**src/rtl/branch_predictor_if.sv**
```systemverilog
// Fetch-side prediction and execute-side training/resolution signals of the branch predictor.
// Latency: prediction and resolution are combinational; training is visible one cycle after its edge.
// Backpressure: none; the predictor accepts every update presented with upd_valid.
interface branch_predictor_if;
  // fetch-stage lookup
  logic [31:0] pred_pc;
  logic        pred_taken;
  logic [31:0] pred_target;
  // execute-stage resolution / training
  logic        upd_valid;
  logic [31:0] upd_pc;
  logic [31:0] upd_target;
  logic [2:0]  upd_funct3;
  logic        upd_eq;
  logic        upd_lt;
  logic        upd_pred_taken;
  logic [31:0] upd_pred_target;
  logic        resolved_taken;
  logic        mispredict;
  // performance counters
  logic [31:0] branch_count;
  logic [31:0] mispredict_count;

  modport master (
    output pred_pc, upd_valid, upd_pc, upd_target, upd_funct3,
           upd_eq, upd_lt, upd_pred_taken, upd_pred_target,
    input  pred_taken, pred_target, resolved_taken, mispredict,
           branch_count, mispredict_count
  );

  modport slave (
    input  pred_pc, upd_valid, upd_pc, upd_target, upd_funct3,
           upd_eq, upd_lt, upd_pred_taken, upd_pred_target,
    output pred_taken, pred_target, resolved_taken, mispredict,
           branch_count, mispredict_count
  );
endinterface

```
**src/rtl/branch_predictor.sv**
```systemverilog
// Direct-mapped 2-bit BHT + BTB with branch resolution, mispredict flag and perf counters.
// Latency: 0-cycle predict and resolve; table writes visible to lookups the cycle after the edge.
// Backpressure: none; every legal upd_valid branch is trained and counted in the cycle it is presented.
module branch_predictor #(
  parameter int ENTRIES  = 64,
  parameter int TAG_BITS = 8
) (
  input  logic              clk,
  input  logic              rst,
  branch_predictor_if.slave bp
);

  localparam int INDEX_BITS = $clog2(ENTRIES);
  localparam int TAG_LO     = INDEX_BITS + 2;
  localparam int TAG_HI     = INDEX_BITS + TAG_BITS + 1;

  // Only valid bits are reset; tag/ctr/target are qualified by valid.
  logic [ENTRIES-1:0]  valid_q;
  logic [TAG_BITS-1:0] tag_mem [ENTRIES];
  logic [1:0]          ctr_mem [ENTRIES];
  logic [31:0]         tgt_mem [ENTRIES];

  logic [31:0] branch_cnt_q;
  logic [31:0] mispredict_cnt_q;

  logic [INDEX_BITS-1:0] p_idx;
  logic [TAG_BITS-1:0]   p_tag;
  logic                  p_hit;
  logic                  p_taken;

  logic [INDEX_BITS-1:0] u_idx;
  logic [TAG_BITS-1:0]   u_tag;
  logic                  u_hit;
  logic [1:0]            u_ctr;
  logic [1:0]            u_ctr_next;
  logic                  legal;
  logic                  taken_raw;
  logic                  u_taken;
  logic                  u_mispredict;
  logic                  do_update;

  // PC bits that neither index nor tag the table.
  logic unused_pc_bits;
  assign unused_pc_bits = ^{bp.pred_pc[1:0], bp.pred_pc[31:TAG_HI+1],
                            bp.upd_pc[1:0], bp.upd_pc[31:TAG_HI+1]};

  assign p_idx = bp.pred_pc[INDEX_BITS+1:2];
  assign p_tag = bp.pred_pc[TAG_HI:TAG_LO];
  assign u_idx = bp.upd_pc[INDEX_BITS+1:2];
  assign u_tag = bp.upd_pc[TAG_HI:TAG_LO];

  // Fetch lookup: reads the pre-write table, so a same-cycle update is not forwarded.
  always_comb begin
    p_hit           = valid_q[p_idx] && (tag_mem[p_idx] == p_tag);
    p_taken         = !rst && p_hit && ctr_mem[p_idx][1];
    bp.pred_taken   = p_taken;
    bp.pred_target  = p_taken ? tgt_mem[p_idx] : 32'h0;
  end

  // Branch condition decode; funct3 010/011 are not conditional branches.
  always_comb begin
    legal     = 1'b1;
    taken_raw = 1'b0;
    case (bp.upd_funct3)
      3'b000:         taken_raw = bp.upd_eq;
      3'b001:         taken_raw = !bp.upd_eq;
      3'b100, 3'b110: taken_raw = bp.upd_lt;
      3'b101, 3'b111: taken_raw = !bp.upd_lt;
      default:        legal     = 1'b0;
    endcase
  end

  // Actual outcome, mispredict detection and saturating counter step.
  always_comb begin
    u_taken      = bp.upd_valid && legal && taken_raw;
    do_update    = bp.upd_valid && legal && !rst;
    u_mispredict = do_update &&
                   ((u_taken != bp.upd_pred_taken) ||
                    (u_taken && (bp.upd_pred_target != bp.upd_target)));
    u_hit        = valid_q[u_idx] && (tag_mem[u_idx] == u_tag);
    u_ctr        = ctr_mem[u_idx];
    if (u_taken) begin
      u_ctr_next = (u_ctr == 2'b11) ? 2'b11 : u_ctr + 2'd1;
    end else begin
      u_ctr_next = (u_ctr == 2'b00) ? 2'b00 : u_ctr - 2'd1;
    end
  end

  assign bp.resolved_taken = u_taken;
  assign bp.mispredict     = u_mispredict;

  // Valid bits: cleared on reset, set only by a taken miss (not-taken misses never allocate).
  always_ff @(posedge clk) begin
    if (rst) begin
      valid_q <= '0;
    end else if (do_update && !u_hit && u_taken) begin
      valid_q[u_idx] <= 1'b1;
    end
  end

  // Entry payload: train on hit, allocate/replace on taken miss.
  always_ff @(posedge clk) begin
    if (do_update) begin
      if (u_hit) begin
        ctr_mem[u_idx] <= u_ctr_next;
        if (u_taken) begin
          tgt_mem[u_idx] <= bp.upd_target;
        end
      end else if (u_taken) begin
        tag_mem[u_idx] <= u_tag;
        ctr_mem[u_idx] <= 2'b10;
        tgt_mem[u_idx] <= bp.upd_target;
      end
    end
  end

  // Performance counters, free-running with natural 32-bit wrap.
  always_ff @(posedge clk) begin
    if (rst) begin
      branch_cnt_q     <= 32'h0;
      mispredict_cnt_q <= 32'h0;
    end else if (do_update) begin
      branch_cnt_q <= branch_cnt_q + 32'd1;
      if (u_mispredict) begin
        mispredict_cnt_q <= mispredict_cnt_q + 32'd1;
      end
    end
  end

  assign bp.branch_count     = branch_cnt_q;
  assign bp.mispredict_count = mispredict_cnt_q;

endmodule

```
**src/flat_wrapper.sv**
```systemverilog
// flat-port wrapper written by rule: the top's interface ports become plain ports
module branch_predictor_flat 
#(
  parameter int ENTRIES  = 64,
  parameter int TAG_BITS = 8
)
  (clk, rst, bp_pred_pc, bp_upd_valid, bp_upd_pc, bp_upd_target, bp_upd_funct3, bp_upd_eq, bp_upd_lt, bp_upd_pred_taken, bp_upd_pred_target, bp_pred_taken, bp_pred_target, bp_resolved_taken, bp_mispredict, bp_branch_count, bp_mispredict_count);
  branch_predictor_if bp_i ();
  input  logic clk;
  input  logic rst;
  input wire logic [$bits(bp_i.pred_pc)-1:0] bp_pred_pc;
  input wire logic [$bits(bp_i.upd_valid)-1:0] bp_upd_valid;
  input wire logic [$bits(bp_i.upd_pc)-1:0] bp_upd_pc;
  input wire logic [$bits(bp_i.upd_target)-1:0] bp_upd_target;
  input wire logic [$bits(bp_i.upd_funct3)-1:0] bp_upd_funct3;
  input wire logic [$bits(bp_i.upd_eq)-1:0] bp_upd_eq;
  input wire logic [$bits(bp_i.upd_lt)-1:0] bp_upd_lt;
  input wire logic [$bits(bp_i.upd_pred_taken)-1:0] bp_upd_pred_taken;
  input wire logic [$bits(bp_i.upd_pred_target)-1:0] bp_upd_pred_target;
  output wire logic [$bits(bp_i.pred_taken)-1:0] bp_pred_taken;
  output wire logic [$bits(bp_i.pred_target)-1:0] bp_pred_target;
  output wire logic [$bits(bp_i.resolved_taken)-1:0] bp_resolved_taken;
  output wire logic [$bits(bp_i.mispredict)-1:0] bp_mispredict;
  output wire logic [$bits(bp_i.branch_count)-1:0] bp_branch_count;
  output wire logic [$bits(bp_i.mispredict_count)-1:0] bp_mispredict_count;
  assign bp_i.pred_pc = bp_pred_pc;
  assign bp_i.upd_valid = bp_upd_valid;
  assign bp_i.upd_pc = bp_upd_pc;
  assign bp_i.upd_target = bp_upd_target;
  assign bp_i.upd_funct3 = bp_upd_funct3;
  assign bp_i.upd_eq = bp_upd_eq;
  assign bp_i.upd_lt = bp_upd_lt;
  assign bp_i.upd_pred_taken = bp_upd_pred_taken;
  assign bp_i.upd_pred_target = bp_upd_pred_target;
  assign bp_pred_taken = bp_i.pred_taken;
  assign bp_pred_target = bp_i.pred_target;
  assign bp_resolved_taken = bp_i.resolved_taken;
  assign bp_mispredict = bp_i.mispredict;
  assign bp_branch_count = bp_i.branch_count;
  assign bp_mispredict_count = bp_i.mispredict_count;
  branch_predictor #(.ENTRIES(ENTRIES), .TAG_BITS(TAG_BITS)) u_core (.clk(clk), .rst(rst), .bp(bp_i));
endmodule
```
**config.mk**
```make
export PLATFORM = sky130hd
export DESIGN_NAME = branch_predictor_flat
export DESIGN_NICKNAME = d
export VERILOG_FILES = /design/src/rtl/branch_predictor_if.sv /design/src/rtl/branch_predictor.sv /design/src/flat_wrapper.sv
export SDC_FILE = /design/constraint.sdc
export NUM_CORES = 2
export LEC_CHECK = 0
export CORE_ASPECT_RATIO = 1.25
export CORE_MARGIN = 5
export CORE_UTILIZATION = 56
export DETAILED_ROUTE_END_ITERATION = 10
export GPL_TIMING_DRIVEN = 1
export PLACE_DENSITY = 0.76
export SETUP_SLACK_MARGIN = 0.5
export SLEW_MARGIN = 20
export SYNTH_ARGS = -nofsm -noshare
export SYNTH_HDL_FRONTEND = slang
export SYNTH_SLANG_ARGS = --single-unit
```
**constraint.sdc**
```tcl
create_clock -name clk -period 7 [get_ports clk]
set_input_delay 1.4 -clock clk [delete_from_list [all_inputs] [get_ports clk]]
set_output_delay 1.4 -clock clk [all_outputs]
set_load 0.02 [all_outputs]
```
==> results.sh <==
export IMPL_status="finished, final reports clean"
export IMPL_grt_pass1_wl_um=489000
export IMPL_grt_overflow=0
export IMPL_initial_core_util_pct=56.2
export IMPL_worst_pin_slew_ns=1.20
export IMPL_max_freq_mhz=154
export IMPL_dr_first_iter_drc_count=10900
export IMPL_synth_async_reset_ratio_pct=0
export IMPL_crit_type="in -> out"
export IMPL_ant_nets=0
export IMPL_htreeDepth=5
export IMPL_path_max_fanout=53
export IMPL_rsz0062_at_grt="no"
export IMPL_yosys_area_top_type="edfxtp_1"
export IMPL_yosys_register_bits=2816
export IMPL_r2r_start="u_core.tag_mem[23][0]$_DFFE_PP_"
export IMPL_dp_hpwl_um=199000
export IMPL_critPathRequiredTime_ns=5.60
export IMPL_period_share_pct=93.0
export IMPL_num_vias=63900
export IMPL_drv_cap=0
export IMPL_clock_sinks=2816
export IMPL_drtPass1Iterations=6
export IMPL_slew_limit_headroom_pct=19.8
export IMPL_skew_ns=0.0760
export IMPL_critPathCaptureType="output port"
export IMPL_min_delay_start="u_core.valid_q[28]$_SDFFE_PP0P_"
export IMPL_crit_path_start_kind="input pin"
export IMPL_remaining_drc_errors=0
export IMPL_crit_start="bp_pred_pc[3]"
export IMPL_fp_row_count=185
export IMPL_ys_seq_area_share_pct=72.9
export IMPL_die_area_mm2=0.213
export IMPL_yosysWarnings=0
export IMPL_netlist_area_mm2=0.114
export IMPL_drive_above_1_share_pct=30.5
export IMPL_track_usage_pct=33.0
export IMPL_crit_path_max_incr_delay_ns=0.69
export IMPL_synth_cells=5475
export IMPL_multi_input_area_mm2=0.0299
export IMPL_powerDensity_mw_per_mm2=270
export IMPL_via_per_inst=7.19
export IMPL_cts_hold_buffers=0
export IMPL_syn2layout_area_growth_pct=14.4
export IMPL_grt_pass1_vias=64900
export IMPL_fin_tns_setup_ns=0
export IMPL_synth_edff_count=2688
export IMPL_yosysUniqueCellTypes=68
export IMPL_synth_top_cell_area_share_pct=70.7
export IMPL_place_gp_congestion=0.956
export IMPL_hold_path_class="reg -> reg"
export IMPL_hold_viol=0
export IMPL_cts_buffer_depth=4
export IMPL_syn_area_per_cell_um2=20.9
export IMPL_holdWs_ns=0.475
export IMPL_io_buffers=199
export IMPL_nNetsFinal=6094
export IMPL_cts_tree="done"
export IMPL_power_total_mw=35.3
export IMPL_numCtsBuffers=278
export IMPL_fin_crit_ns=6.51
export IMPL_fillers=13000
export IMPL_die_h_um=515
export IMPL_ioPinCount=236
export IMPL_worst_path_max_delay_cell="mux4_2"
export IMPL_clk_latency_ns=0.96
export IMPL_crit_chain="buf_8 -> buf_12 -> buf_12 -> buf_4 -> mux4_2 -> mux4_2 -> mux4_2 -> nor2b_1 -> buf_4"
export IMPL_core_area_mm2=0.203
export IMPL_antenna_found_initial=18
export IMPL_synth_area_leaders="edfxtp_1 71%, mux4_2 18%, dfxtp_1 2.2%"
export IMPL_wl_per_cell_um=39.5
export IMPL_path_buf_inv=5
export IMPL_fin_area_mm2=0.131
export IMPL_vdd_drop_max_mv=0.280
export IMPL_root_buffer="clkbuf_16"
export IMPL_regArea_mm2=0.0833
export IMPL_cpMostUsedCell="mux4_2"
export IMPL_clk_pin_slew_ns=0.06
export IMPL_wirelength_um=351000
export IMPL_yosys_most_used_dff="edfxtp_1"
export IMPL_grt_max_degree=84
export IMPL_cp_data_arrival_time_ns=5.11
export IMPL_cp_top_family="multiplexers"
export IMPL_die_width_um=414
export IMPL_setup_viol=0
export IMPL_p_leak_nw=40.9
export IMPL_drv_slew=0
export IMPL_syn_nets=5614
export IMPL_placed_cell_area_mm2=0.122
==> where the power goes <==
part / switching (mW) / leakage, nW / internal [mW]
Combinational: 1.28 / 11.4 / 0.800
Clock: 6.20 / 4.29 / 8.55
Sequential: 0.0108 / 25.2 / 18.5
Total: 7.49 / 40.9 / 27.8
==> cells in the final DEF (no fill, tap or decap), drive strengths merged, types with 29 or more instances in the layout <==
| master | count |
|---|---|
| dfxtp | 128 |
| a22oi | 83 |
| bufinv | 29 |
| o22ai | 35 |
| clkdlybuf4s50 | 117 |
| mux4 | 896 |
| nand3 | 67 |
| clkbuf | 349 |
| a211oi | 75 |
| edfxtp | 2688 |
| clkinv | 90 |
| nand2 | 222 |
| o41ai | 46 |
| a22o | 41 |
| buf | 430 |
| mux2i | 87 |
| o21ai | 68 |
| nor3 | 76 |
| diode | 35 |
| nor2 | 161 |
| xor2 | 85 |
| a221oi | 62 |
| mux2 | 30 |
| nor2b | 35 |
==> kinds of logic after synthesis <==
kind of cell / count (synthesis) / share of synthesized area [%]
xor+xnor: 107 / 0.820
buf+inv: 384 / 1.49
compound gates: 468 / 3.17
mux: 1013 / 18.7
simple gates: 683 / 2.85
fa+ha+maj: 4 / 0.0394
flops: 2816 / 72.9
==> routing by layer <==
metal | wire [um] | up-vias | global-route usage, %
met5 | 53 | - | 0
met4 | 35500 | 8 | 25.9
met3 | 40700 | 1315 | 7.31
met2 | 167000 | 5691 | 51.8
met1 | 108000 | 32700 | 39.8
li1 | - | 24200 | -
==> synth_stat cells (5+ instances only) <==
| cell | n |
|---|---|
| o21ai_0 | 68 |
| nand3_1 | 67 |
| clkbuf_1 | 214 |
| xnor2_1 | 22 |
| nor4_1 | 13 |
| and3b_1 | 5 |
| o22ai_1 | 35 |
| buf_4 | 22 |
| and4_1 | 8 |
| nor2b_1 | 35 |
| buf_1 | 20 |
| dfxtp_1 | 128 |
| and2_1 | 13 |
| edfxtp_1 | 2688 |
| nand4_1 | 21 |
| a22o_1 | 41 |
| mux2i_1 | 87 |
| nand2_1 | 222 |
| a221o_1 | 6 |
| a211oi_2 | 33 |
| and3_1 | 21 |
| buf_6 | 5 |
| mux4_2 | 896 |
| nand3b_1 | 6 |
| a211oi_1 | 42 |
| nor3b_1 | 5 |
| a22oi_1 | 83 |
| a21oi_1 | 24 |
| a221oi_1 | 62 |
| o41ai_1 | 46 |
| nand4b_1 | 6 |
| nor2_1 | 161 |
| a31oi_1 | 9 |
| xor2_1 | 85 |
| buf_2 | 112 |
| mux2_2 | 30 |
| nor3_1 | 76 |
| inv_1 | 7 |
==> stage by stage <==
stage / setup slack [ns] / util (%) / instances
floorplan: 0.708 / - / 5475
global placement: 0.137 / 59.8 / 8375
detailed placement: 0.0784 / 59.8 / 8376
CTS: 0.280 / 64.2 / 8845
global route: 0.472 / 64.3 / 8886
finish: 0.492 / 64.3 / 8889
==> worst register-to-register path, delay by kind of cell, from the launching register on <==
kind / cells / cell delay, ns
compound gates: 4 / 2.00
simple gates: 4 / 1.00
flops: 1 / 0.38
buf+inv: 1 / 0.30
mux: 1 / 0.27
==> state kept, by name (all words and copies together), names as in the netlist <==
register and flops:
u_core.tgt_mem 2048, u_core.ctr_mem 128, u_core.tag_mem 512, u_core.bp.branch_count 32, u_core.bp.mispredict_count 32, u_core.valid_q 64
==> layout make-up <==
| cell class | count | share of cell area (%) |
|---|---|---|
| sequential | 2816 | 63.7 |
| multi-input combinational | 2275 | 22.9 |
| clock buffer | 340 | 5.65 |
| timing repair buffer | 574 | 4.01 |
| tap | 2711 | 2.60 |
| clock inverter | 128 | 1.04 |
| antenna | 35 | 0.0670 |
| inverter | 10 | 0.0306 |
==> worst paths after layout <==
check | end | cells after the start | slack, ns
worst max-delay path | bp_pred_target[5] | 9 | 0.49
worst min register to register | u_core.valid_q[28]$_SDFFE_PP0P_ | 2 | 0.47
worst max register to register | u_core.ctr_mem[12][0]$_DFFE_PP_ | 10 | 2.64
worst min-delay path | u_core.valid_q[28]$_SDFFE_PP0P_ | 2 | 0.47
==> repair_timing <==
| action | in CTS | in global routing |
|---|---|---|
| buffers inserted | 0 | 6 |
| resized for setup | 35 | 27 |
| setup endpoints to repair | 33 | 30 |
| pin swaps | 1 | 4 |
| cloned | 1 | 2 |
(Power assumes the default switching activity.)
